--- config.mk ---
export PLATFORM = sky130hd
export DESIGN_NAME = disp_scan_ctrl_flat
export DESIGN_NICKNAME = d
export VERILOG_FILES = /design/src/rtl/disp_scan_if.sv /design/src/rtl/disp_scan_ctrl.sv /design/src/flat_wrapper.sv
export SDC_FILE = /design/constraint.sdc
export NUM_CORES = 1
export LEC_CHECK = 0
export CORE_MARGIN = 1
export CORE_UTILIZATION = 56
export CTS_CLUSTER_SIZE = 28
export DETAILED_ROUTE_END_ITERATION = 10
export GPL_TIMING_DRIVEN = 0
export PLACE_DENSITY = 0.79
export SLEW_MARGIN = 20
export SYNTH_ARGS = -nofsm -noshare
export SYNTH_HDL_FRONTEND = slang
export SYNTH_SLANG_ARGS = --single-unit
--- constraint.sdc ---
create_clock -name clk -period 3.29 [get_ports clk]
set_input_delay 0.658 -clock clk [delete_from_list [all_inputs] [get_ports clk]]
set_output_delay 0.658 -clock clk [all_outputs]
set_load 0.01 [all_outputs]
--- src/rtl/disp_scan_if.sv ---
// Display scan bus: the data/control inputs the scan controller consumes and the
// decoder/anode drive it produces. The master side feeds data, the slave side is the scanner.
interface disp_scan_if #(
  parameter int N_DIG = 8
);
  logic               en;
  logic               load;
  logic [4*N_DIG-1:0] hex_in;
  logic [N_DIG-1:0]   point_in;
  logic [N_DIG-1:0]   blank_in;
  logic [3:0]         dec_d;
  logic               dec_point;
  logic               dec_le;
  logic [N_DIG-1:0]   an;
  logic               frame_done;

  modport master (
    output en, load, hex_in, point_in, blank_in,
    input  dec_d, dec_point, dec_le, an, frame_done
  );

  modport slave (
    input  en, load, hex_in, point_in, blank_in,
    output dec_d, dec_point, dec_le, an, frame_done
  );
endinterface

--- src/rtl/disp_scan_ctrl.sv ---
// Time-multiplexed scan controller for a common-anode 7-seg display through one shared
// decoder, with double-buffered data. Define DISP_SCAN_LZB_EN for leading-zero blanking.
module disp_scan_ctrl #(
  parameter int N_DIG    = 8,
  parameter int SCAN_DIV = 50000,
  parameter int GAP_CYC  = 2,
  parameter int CNT_W    = 16
) (
  input  logic       clk,
  input  logic       rst_n,
  disp_scan_if.slave bus
);
  localparam int               KW        = (N_DIG > 1) ? $clog2(N_DIG) : 1;
  localparam logic [CNT_W-1:0] SHOW_LAST = CNT_W'(SCAN_DIV - 1);
  localparam logic [CNT_W-1:0] GAP_LAST  = CNT_W'((GAP_CYC > 0) ? GAP_CYC - 1 : 0);
  localparam logic [KW-1:0]    LAST_DIG  = KW'(N_DIG - 1);
  localparam logic [N_DIG-1:0] AN_OFF    = '1;

  typedef enum logic [1:0] {IDLE, SHOW, GAP} state_t;

  state_t             state;
  logic [KW-1:0]      dig;
  logic [CNT_W-1:0]   cnt;
  logic [4*N_DIG-1:0] sh_hex, disp_hex;
  logic [N_DIG-1:0]   sh_pt, sh_blank, disp_pt, disp_blank;
  logic               pending;

  logic               advance, wrap, copy;
  logic [KW-1:0]      nxt_dig;
  logic [4*N_DIG-1:0] src_hex;
  logic [N_DIG-1:0]   src_pt, src_blank, nxt_an;
  logic [3:0]         nxt_nib;
  logic               nxt_pt, nxt_le;

  // Next digit to show; at a frame boundary it is taken from the freshly copied shadow.
  always_comb begin
    advance = bus.en && ((state == IDLE) ||
                         (state == SHOW && cnt == SHOW_LAST && GAP_CYC == 0) ||
                         (state == GAP  && cnt == GAP_LAST));
    wrap      = (state == IDLE) || (dig == LAST_DIG);
    nxt_dig   = wrap ? '0 : dig + 1'b1;
    copy      = wrap && pending;
    src_hex   = copy ? sh_hex   : disp_hex;
    src_pt    = copy ? sh_pt    : disp_pt;
    src_blank = copy ? sh_blank : disp_blank;
    nxt_nib   = src_hex[4*int'(nxt_dig) +: 4];
    nxt_pt    = src_pt[nxt_dig];
    nxt_an    = ~(N_DIG'(1) << nxt_dig);
`ifdef DISP_SCAN_LZB_EN
    nxt_le    = src_blank[nxt_dig] |
                ((nxt_dig != '0) && !nxt_pt && ((src_hex >> (4*int'(nxt_dig))) == '0));
`else
    nxt_le    = src_blank[nxt_dig];
`endif
  end

  always_ff @(posedge clk or negedge rst_n) begin
    if (!rst_n) begin
      state          <= IDLE;
      dig            <= '0;
      cnt            <= '0;
      sh_hex         <= '0;
      sh_pt          <= '0;
      sh_blank       <= '0;
      disp_hex       <= '0;
      disp_pt        <= '0;
      disp_blank     <= '0;
      pending        <= 1'b0;
      bus.an         <= AN_OFF;
      bus.dec_d      <= 4'd0;
      bus.dec_le     <= 1'b1;
      bus.dec_point  <= 1'b0;
      bus.frame_done <= 1'b0;
    end else begin
      bus.frame_done <= 1'b0;
      if (!bus.en) begin
        state         <= IDLE;
        dig           <= '0;
        cnt           <= '0;
        bus.an        <= AN_OFF;
        bus.dec_d     <= 4'd0;
        bus.dec_le    <= 1'b1;
        bus.dec_point <= 1'b0;
      end else if (advance) begin
        state          <= SHOW;
        dig            <= nxt_dig;
        cnt            <= '0;
        bus.an         <= nxt_an;
        bus.dec_d      <= nxt_nib;
        bus.dec_point  <= nxt_pt;
        bus.dec_le     <= nxt_le;
        bus.frame_done <= wrap;
        if (copy) begin
          disp_hex   <= sh_hex;
          disp_pt    <= sh_pt;
          disp_blank <= sh_blank;
          pending    <= 1'b0;
        end
      end else begin
        case (state)
          SHOW: begin
            if (cnt == SHOW_LAST) begin
              state      <= GAP;
              cnt        <= '0;
              bus.an     <= AN_OFF;
              bus.dec_le <= 1'b1;
            end else begin
              cnt <= cnt + 1'b1;
            end
          end
          GAP:     cnt <= cnt + 1'b1;
          default: cnt <= '0;
        endcase
      end
      // Placed last so a load on a frame-boundary edge keeps pending set for the next frame.
      if (bus.load) begin
        sh_hex   <= bus.hex_in;
        sh_pt    <= bus.point_in;
        sh_blank <= bus.blank_in;
        pending  <= 1'b1;
      end
    end
  end
endmodule

--- src/flat_wrapper.sv ---
// flat-port wrapper written by rule: the top's interface ports become plain ports
module disp_scan_ctrl_flat 
#(
  parameter int N_DIG    = 8,
  parameter int SCAN_DIV = 50000,
  parameter int GAP_CYC  = 2,
  parameter int CNT_W    = 16
)
  (clk, rst_n, bus_en, bus_load, bus_hex_in, bus_point_in, bus_blank_in, bus_dec_d, bus_dec_point, bus_dec_le, bus_an, bus_frame_done);
  disp_scan_if #(.N_DIG(N_DIG)) bus_i ();
  input  logic clk;
  input  logic rst_n;
  input wire logic [$bits(bus_i.en)-1:0] bus_en;
  input wire logic [$bits(bus_i.load)-1:0] bus_load;
  input wire logic [$bits(bus_i.hex_in)-1:0] bus_hex_in;
  input wire logic [$bits(bus_i.point_in)-1:0] bus_point_in;
  input wire logic [$bits(bus_i.blank_in)-1:0] bus_blank_in;
  output wire logic [$bits(bus_i.dec_d)-1:0] bus_dec_d;
  output wire logic [$bits(bus_i.dec_point)-1:0] bus_dec_point;
  output wire logic [$bits(bus_i.dec_le)-1:0] bus_dec_le;
  output wire logic [$bits(bus_i.an)-1:0] bus_an;
  output wire logic [$bits(bus_i.frame_done)-1:0] bus_frame_done;
  assign bus_i.en = bus_en;
  assign bus_i.load = bus_load;
  assign bus_i.hex_in = bus_hex_in;
  assign bus_i.point_in = bus_point_in;
  assign bus_i.blank_in = bus_blank_in;
  assign bus_dec_d = bus_i.dec_d;
  assign bus_dec_point = bus_i.dec_point;
  assign bus_dec_le = bus_i.dec_le;
  assign bus_an = bus_i.an;
  assign bus_frame_done = bus_i.frame_done;
  disp_scan_ctrl #(.N_DIG(N_DIG), .SCAN_DIV(SCAN_DIV), .GAP_CYC(GAP_CYC), .CNT_W(CNT_W)) u_core (.clk(clk), .rst_n(rst_n), .bus(bus_i));
endmodule
-- After elaboration in Yosys (flattened, before gate mapping)
Index checks and enable logic that the tools add are counted.
- flip-flop bits (word level): 133
- logic and storage cells: 77
- add/sub/neg operators: 2
- order comparisons: 1
- equal/unequal tests: 8
- shift operators: 2
- multiplexer cells: 36
- bitwise logic cells: 1
- reductions and logical operators: 12
- operators by type and width (cell ; count):
    $mux 16 ; 3
    $mux 8 ; 6
    $mux 32 ; 1
    $pmux 16 s2 ; 1
    $shiftx 32x6->4 ; 1
    $add 16x1->16 const B ; 1
    $eq 16x1->1 const B ; 1
    $eq 16x16->1 const B ; 1
    $mux 1 ; 14
    $mux 3 ; 3
    $mux 2 ; 4
    $mux 4 ; 2
    $not 8->8 ; 1
    $shl 1x3->8 const A ; 1
    $bmux 1 s3 ; 2
    $ne 3x1->1 const B ; 2
    $reduce_bool 2->1 ; 3
    $lt 3x4->1 const B ; 1
    $reduce_and 2->1 ; 2
    $add 3x1->3 const B ; 1
    $eq 3x3->1 const B ; 1
    $logic_and 1x1->1 ; 3
    $reduce_and 3->1 ; 1
    $eq 2x1->1 const B ; 1
    other kinds (4) ; 5

-- Longest topological paths before layout
Gate-level depths: netlist of the first run.
- word-level depth: 8
- depth in mapped cells: 9
- depth with buffers taken out: 7

-- Worst setup path before layout of the first run
No wires, ideal clock.
- path kind: flip-flop to flip-flop
- start point: register u_core.cnt[10]
- end point: register u_core.disp_blank[0]
- library setup time: 0.125 ns
- data arrival time: 2.151 ns
- required time: 3.165 ns
- setup slack: 1.014 ns
- stages on the path, launching flop included: 8
- period minus slack after synthesis: 2.276 ns
- path through: dfrtp_1 > or4_4 > nor4_4 > a31o_2 > nand3_2 > buf_6 > buf_6 > mux2_4
- longest elaborated chain between the ends: 5
- RTL lines (element ; RTL line ; text):
    from (decl) ; disp_scan_ctrl.sv:23 ; logic [CNT_W-1:0] cnt;
    from (signal assigned) ; disp_scan_ctrl.sv:108 ; cnt <= cnt + 1'b1;
    from (signal assigned) ; disp_scan_ctrl.sv:111 ; GAP: cnt <= cnt + 1'b1;
    $eq 16x1->1 ; disp_scan_ctrl.sv:39 ; (state == GAP && cnt == GAP_LAST));
    $logic_and 1x1->1 ; disp_scan_ctrl.sv:39 ;
    $logic_or 1x1->1 ; disp_scan_ctrl.sv:38 ; (state == SHOW && cnt == SHOW_LAST && GAP_CYC == 0) ||
    $logic_and 1x1->1 ; disp_scan_ctrl.sv:37 ; advance = bus.en && ((state == IDLE) ||
    $reduce_and 2->1 (no line) ; n/a ;
    to (signal assigned) ; disp_scan_ctrl.sv:96 ; disp_blank <= sh_blank;
    to (decl) ; disp_scan_ctrl.sv:25 ; logic [N_DIG-1:0] sh_pt, sh_blank, disp_pt, disp_blank;
Every way passes these cells.
A chain may end at the register's enable or synchronous reset.

-- Worst setup path in the final report of the first run
- start point: register u_core.dig[0]
- end point: register u_core.bus.dec_d[3]
- longest elaborated chain between the ends: 7
- RTL lines (element ; RTL line ; text):
    from (decl) ; disp_scan_ctrl.sv:22 ; logic [KW-1:0] dig;
    from (signal assigned) ; disp_scan_ctrl.sv:86 ; dig <= nxt_dig;
    branches (longest 4 deep; another with $add 3x1->3) ; n/a ;
    $shiftx 32x6->4 (*) ; disp_scan_ctrl.sv:46 ; nxt_nib = src_hex[4*int'(nxt_dig) +: 4];
    $mux 4 (*) ; disp_scan_ctrl.sv:84 ; end else if (advance) begin
    $mux 4 (*) ; disp_scan_ctrl.sv:76 ; if (!bus.en) begin
    to (signal assigned) ; disp_scan_ctrl.sv:89 ; bus.dec_d <= nxt_nib;
    to (decl) ; disp_scan_if.sv:24 ; output dec_d, dec_point, dec_le, an, frame_done
Every way passes the cells marked *. The select of a mux whose other input is x is not followed.

==> summary.txt, run 1 <==
Logic synthesis
  – Synth Area per Inst: 13.22 µm²
  – Post-Syn Nets: 511
  – Yosys warnings: 0
  – Post-synthesis cell area: 5974 µm²
  – Asr flop ratio synth: 100.0%
  – Synth cell types: 54
  – Dominant cell type by area after synthesis: dfrtp_1
  – Post-synthesis sequential area ratio: 55.90%
  – Most used flip-flop cell after synthesis: dfrtp_1
  – Area share of the largest cell type after synthesis: 51.94%
  – Synth Register Bits: 133
  – Synth Instances: 452
  – Number of synthesized flops with an enable pin: 0
  – Synth area leaders: dfrtp_1 52%, mux2_2 15%, mux2_4 5.0%

Timing
  – Clock skew: 0.006274 ns
  – Max Fclk: 369.9 MHz
  – Hold Fails Final Rpt: 0
  – TNS Setup: 0 ns
  – Slew HR: 42.65%
  – Unrepaired setup endpoints after global routing: false
  – Slew Viols, Final: 0
  – Transition time at the pin with the least slew margin: 0.8602 ns
  – Final Cycle Share: 82.17%
  – Minimum clock period: 2.703 ns
  – Final setup viols: 0

Clocking
  – Clock buffer depth: 2
  – Clock Sinks: 133
  – CTS Root Cell: clkbuf_8
  – TritonCTS clock tree: yes
  – Post-CTS setup buffer count: 0
  – Total CTS buffers: 17
  – Reg clk slew, reported paths: 0.06 ns
  – Hold_buf cts: 0
  – Worst skew pair latency: 0.53 ns
  – # resized after CTS: 0
  – H-Tree Level Count: 4

Drt
  – WL/cell: 18.10 µm
  – Post-route ant nets: 0
  – # DRC: 0
  – Final WL: 12400 µm
  – Initial detailed-routing violation count: 180
  – DRT Pass-1 Iters: 5
  – Vias: 3904
  – Via density: 5.699

Cells and area
  – Reg area: 3339 µm²
  – Final instance area: 7375 µm²
  – Multi-input logic area: 2487 µm²
  – Fill cell count: 722
  – Area delta synth->final: 23.43%
  – Ant diodes: 0
  – Layout cells sized above 1: 28.23%
  – # nets final: 596

Global route
  – Largest net degree at the start of global routing: 68
  – First-pass GRT wire length: 20730 µm
  – GRT Total Usage: 24.74%
  – Number of global-route vias before repair: 4088
  – Initial antenna violation count: 0
  – Global route overflow: 0

Min path
  – Hold WC Path Type: primary input to asynchronous set/reset pin

Die
  – Die area: 11090 µm²
  – Core area: 10320 µm²
  – Initial core utilization: 57.87%
  – Die extent in y: 105.3 µm
  – I/O pin count: 67
  – Row cnt: 37
  – Die width: 105.3 µm

Place
  – HPWL Detailed: 8478 µm
  – Final Wtd Congestion: 0.8336
  – Cell Area, Placed: 6824 µm²
  – Number of buffers added on ports: 65

Worst setup path
  – Crit path DAT: 3.12 ns
  – CP Capture Type: register
  – Worst Path Required: 3.71 ns
  – Worst Path Max Fanout: 10
  – CP Class: register to register
  – Startpoint type of the worst setup path: register

Power and ir drop
  – Pwr/cell area: 640.8 nW/µm²
  – Leakage power: 3.137 nW
  – Worst IR Drop VDD: 0.3353 mV
  – Final Power: 4.725 mW

Flow run
  – Max-cap violations: 0

Outcome
  – Status: finished clean
[layer usage]
| metal | track usage, % | up-vias | part of all wire (%) |
|---|---|---|---|
| li1 | - | 1811 | - |
| met1 | 32.29 | 1988 | 45 |
| met2 | 39.61 | 85 | 50 |
| met3 | 5.628 | 20 | 3.8 |
| met4 | 11.17 | 0 | 2.0 |
| met5 | 0 | - | 0 |
[layout by cell type (no fill, tap or decap), types with 4 or more instances in the layout]
cell and instances:
a21oi_1 12, dfrtp_1 124, buf_2 4, ha_1 7, o21ai_0 6, buf_1 7
dfstp_2 9, xnor2_1 6, nand2_1 16, clkbuf_8 5, xor2_1 8, buf_6 4
clkdlybuf4s50_1 64, nor2_1 30, clkbuf_1 12, inv_1 7, a2bb2oi_1 6, and3_1 4
clkbuf_16 16, o31ai_1 4, mux2_4 20, clkinv_2 5, mux2_2 77, mux2i_1 18
nor3_1 13, nand2b_1 5, nand3_1 8
[cell families (layout without fill, tap and decap cells)]
family,Yosys count,after routing,synth area share (%)
AO/OA/AOI/OAI,57,57,6.974
XOR/XNOR,14,14,2.052
adder cells (fa/ha/maj),7,7,1.466
buffers and inverters,32,129,2.471
flip-flops,133,133,55.90
multiplexers,117,117,23.31
AND/OR/NAND/NOR,92,92,7.833
[report_power, final]
part	leakage [nW]	total (mW)	internal [mW]	switching, mW
Clock	0.268	1.73	1.07	0.664
Combinational	1.26	0.868	0.516	0.353
Sequential	1.60	2.12	1.94	0.183
Total	3.14	4.73	3.53	1.20
[final cells by class]
type | instances | share of cell area (%)
Inverter | 7 | 0.3563
Multi-Input combinational cell | 287 | 33.73
Timing Repair Buffer | 66 | 9.213
Buffer | 25 | 1.646
Tap cell | 136 | 2.307
Clock inverter | 9 | 1.052
Sequential cell | 133 | 45.28
Clock buffer | 22 | 6.413
[synth_stat cells (all sizes together), types with 4 or more instances]
master,number
dfrtp,124
mux2,97
nor2,30
mux2i,18
nand2,16
buf,14
nor3,13
a21oi,12
clkbuf,11
dfstp,9
nand3,9
xor2,8
ha,7
inv,7
o21ai,7
a2bb2oi,6
xnor2,6
nand2b,5
and3,4
o31ai,4
[sequential cells by signal (all words and copies together) (netlist names)]
| signal | count |
|---|---|
| u_core.disp_hex | 32 |
| u_core.sh_hex | 32 |
| u_core.cnt | 16 |
| u_core.bus.an | 8 |
| u_core.disp_blank | 8 |
| u_core.disp_pt | 8 |
| u_core.sh_blank | 8 |
| u_core.sh_pt | 8 |
| u_core.bus.dec_d | 4 |
| u_core.dig | 3 |
| u_core.state | 2 |
| u_core.bus.dec_le | 1 |
| u_core.bus.dec_point | 1 |
| u_core.bus.frame_done | 1 |
| u_core.pending | 1 |
[through the flow]
| stage | hold slack (ns) | setup slack (ns) | utilization (%) | std cells |
|---|---|---|---|---|
| 6_report | 0.1089 | 0.5867 | 71.43 | 685 |
| 5_1_grt | 0.1590 | 0.5313 | 71.43 | 685 |
| 4_1_cts | 0.1276 | 0.6600 | 71.43 | 685 |
| 3_5_place_dp | 0.4705 | 0.6129 | 66.10 | 654 |
| 3_3_place_gp | 0.4635 | -3.373 | 65.82 | 653 |
| 2_1_floorplan | 0.3624 | 1.014 | - | 452 |
[final timing paths]
kind,startpoint,endpoint,slack [ns],cells after the start
hold / removal,rst_n,u_core.sh_hex[9]$_DFFE_PN0P_,0.11,1
hold reg to reg,u_core.dig[2]$_DFFE_PN0N_,u_core.dig[2]$_DFFE_PN0N_,0.49,2
setup / recovery,u_core.dig[0]$_DFFE_PN0N_,u_core.bus.dec_d[3]$_DFFE_PN0N_,0.59,5
setup reg to reg,u_core.dig[0]$_DFFE_PN0N_,u_core.bus.dec_d[3]$_DFFE_PN0N_,0.59,5
min in group clk,u_core.dig[2]$_DFFE_PN0N_,u_core.dig[2]$_DFFE_PN0N_,0.49,2
max in group asynchronous,rst_n,u_core.sh_hex[28]$_DFFE_PN0P_,2.44,2
[critical path, cell delays in order, from the launching register on]
cell	delay, ns
dfrtp_1	0.43
buf_1	0.68
inv_1	0.25
o21ai_1	0.70
a311oi_1	0.22
a211o_1	0.32
Power figures use the tool's default switching activity.
==> inputs of run 2 (changes only) <==
Clock period 3.29 ns to 2.5 ns, I/O delays scaled along.
==> run 2 against run 1 <==
Sequential share of layout area is 1.1 points lower; total power rose by 34%; final cell count is 0.88% higher; non-clock buffer count increased by 6; clock skew is essentially flat; die area unchanged; global-route usage about the same; fmax is 8.8% higher; clock-buffer cell count unchanged; wire length rose by 3.4%; largest cell class unchanged; highest routed layer unchanged.
==> summary.txt, run 2 (same netlist as run 1, synthesis figures left out) <==
Outcome
  – Status: finished clean (unchanged)

Timing
  – Unrepaired setup endpoints after global routing: true (was false)
  – Hold Fails Final Rpt: 0 (unchanged)
  – Slew Viols, Final: 0 (unchanged)
  – Slew HR: 51.57% (was 42.65%)
  – Minimum clock period: 2.484 ns (was 2.703 ns)
  – Final setup viols: 0 (unchanged)
  – Final Cycle Share: 99.34% (was 82.17%)
  – Clock skew: 0.006093 ns (was 0.006274 ns)
  – Worst hold slack: 0.4945 ns (was 0.1089 ns)
  – Transition time at the pin with the least slew margin: 0.7265 ns (was 0.8602 ns)
  – Max Fclk: 402.7 MHz (was 369.9 MHz)

Cells and area
  – Fin cells: 691 (was 685)
  – Largest regs: u_core.disp_hex x32, u_core.sh_hex x32, u_core.cnt x16 (unchanged)
  – Final instance area: 7556 µm² (was 7375 µm²)
  – # nets final: 602 (was 596)
  – Layout cells sized above 1: 31.71% (was 28.23%)
  – Area delta synth->final: 26.47% (was 23.43%)
  – Most frequent cells in the layout: 124 x dfrtp_1, 77 x mux2_2, 64 x clkdlybuf4s50_1 (unchanged)
  – Most common cell after layout, fill and taps aside: dfrtp_1 (unchanged)
  – Fill cell count: 710 (was 722)
  – Reg area: 3339 µm² (unchanged)
  – Ant diodes: 0 (unchanged)
  – Multi-input logic area: 2547 µm² (was 2487 µm²)

Worst setup path
  – Worst stage delay on the critical path: 0.46 ns (was 0.70 ns)
  – Worst Path Max Fanout: 5 (was 10)
  – Delay-heaviest family, CP: simple AND/OR/NAND/NOR gates (was compound AO/OA/AOI/OAI gates)
  – CP Class: register to register (unchanged)
  – CP cell instances: ha_4 > or4b_4 > nor4_4 > a31o_2 > nand3_4 > buf_8 > clkbuf_16 > mux2_4 (was buf_1 > inv_1 > o21ai_1 > a311oi_1 > a211o_1)
  – Worst Path Required: 2.92 ns (was 3.71 ns)
  – CP max-delay cell: dfrtp_1 (was o21ai_1)
  – Startpoint type of the worst setup path: register (unchanged)
  – CP Capture Type: register (unchanged)
  – Crit path DAT: 2.90 ns (was 3.12 ns)
  – Buf/Inv on CP: 2 (unchanged)

Power and ir drop
  – Leakage power: 3.234 nW (was 3.137 nW)
  – Worst IR Drop VDD: 0.4469 mV (was 0.3353 mV)
  – Final Power: 6.312 mW (was 4.725 mW)
  – Pwr/cell area: 835.3 nW/µm² (was 640.8 nW/µm²)

Drt
  – WL/cell: 18.55 µm (was 18.10 µm)
  – Final WL: 12820 µm (was 12400 µm)
  – Initial detailed-routing violation count: 194 (was 180)
  – Vias: 3968 (was 3904)
  – DRT Pass-1 Iters: 4 (was 5)
  – # DRC: 0 (unchanged)
  – Via density: 5.742 (was 5.699)
  – Post-route ant nets: 0 (unchanged)

Min path
  – Hold WC Path Type: register to register (was primary input to asynchronous set/reset pin)

Place
  – HPWL Detailed: 8478 µm (unchanged)
  – Dpl cells: 654 (unchanged)
  – Cell Area, Placed: 6824 µm² (unchanged)
  – Number of buffers added on ports: 65 (unchanged)
  – Final Wtd Congestion: 0.8336 (unchanged)

Die
  – I/O pin count: 67 (unchanged)
  – Core area: 10320 µm² (unchanged)
  – Initial core utilization: 57.87% (unchanged)
  – Die extent in y: 105.3 µm (unchanged)
  – Die area: 11090 µm² (unchanged)
  – Die width: 105.3 µm (unchanged)
  – Row cnt: 37 (unchanged)

Clocking
  – TritonCTS clock tree: yes (unchanged)
  – Reg clk slew, reported paths: 0.06 ns (about the same)
  – Worst skew pair latency: 0.54 ns (was 0.53 ns)
  – Total CTS buffers: 17 (unchanged)
  – CTS Root Cell: clkbuf_8 (unchanged)
  – H-Tree Level Count: 4 (unchanged)
  – Clock buffer depth: 2 (unchanged)
  – Clock Sinks: 133 (unchanged)

Global route
  – Global route overflow: 0 (unchanged)
  – Initial antenna violation count: 0 (unchanged)
  – GRT Total Usage: 24.77% (was 24.74%)
  – Largest net degree at the start of global routing: 68 (unchanged)
  – First-pass GRT wire length: 20760 µm (was 20730 µm)
  – Number of global-route vias before repair: 4090 (was 4088)

Flow run
  – Max-cap violations: 0 (unchanged)
-- run 2: layer usage --
metal	routed length, µm	global-route usage, %	part of all wire (%)
met1	5624	32.38	44
met2	6388	39.61	50
met3	540	5.628	4.2
met4	266	11.17	2.1
met5	0	0	0
-- run 2: through the flow --
stage          setup TNS [ns]  setup WS [ns]  utilization, %
2_1_floorplan               0         0.2240               -
3_3_place_gp          -518.00         -4.005           65.82
3_5_place_dp           -1.870       -0.09519           66.10
4_1_cts                     0       0.003398           71.71
5_1_grt               -0.5292       -0.03808           73.19
6_report                    0        0.01646           73.19
-- run 2: final cells by class --
| class | instances | share of cell area [%] |
|---|---|---|
| sequential | 133 | 44.20 |
| multi-input combinational | 287 | 33.71 |
| timing repair buffer | 73 | 10.23 |
| clock buffer | 22 | 6.259 |
| tap | 136 | 2.252 |
| buffer | 24 | 1.971 |
| clock inverter | 9 | 1.027 |
| inverter | 7 | 0.3477 |
-- run 2: worst reg2reg max path, stage by stage, from the launching register on --
cell	delay [ns]
dfrtp_1	0.46
ha_4	0.17
or4b_4	0.47
nor4_4	0.31
a31o_2	0.26
nand3_4	0.10
buf_8	0.16
clkbuf_16	0.16
mux2_4	0.29
-- run 2: repair_timing --
action / in CTS / in global routing
hold buffers: 1 / 0
gates resized for setup: 4 / 26
setup buffers: 1 / 3
endpoints found under the hold margin: 57 / 0
cloned: 0 / 2
setup endpoints to repair: 35 / 37
pin swaps: 0 / 3
-- run 2: where the power goes --
group,switching [mW],internal [mW]
sequential,0.247,2.55
clock,0.894,1.41
combinational,0.494,0.716
-- run 2: path summary, 6_finish.rpt --
path	slack [ns]	cells after the start	to	from
setup reg to reg	0.02	8	u_core.disp_hex[5]$_DFFE_PN0P_	u_core.cnt[0]$_DFF_PN0_
max in group asynchronous	1.25	3	u_core.cnt[7]$_DFF_PN0_	rst_n
hold / removal	0.49	2	u_core.dig[2]$_DFFE_PN0N_	u_core.dig[2]$_DFFE_PN0N_
setup / recovery	0.02	8	u_core.disp_hex[5]$_DFFE_PN0P_	u_core.cnt[0]$_DFF_PN0_
hold reg to reg	0.49	2	u_core.dig[2]$_DFFE_PN0N_	u_core.dig[2]$_DFFE_PN0N_
min in group asynchronous	0.51	2	u_core.sh_hex[9]$_DFFE_PN0P_	rst_n
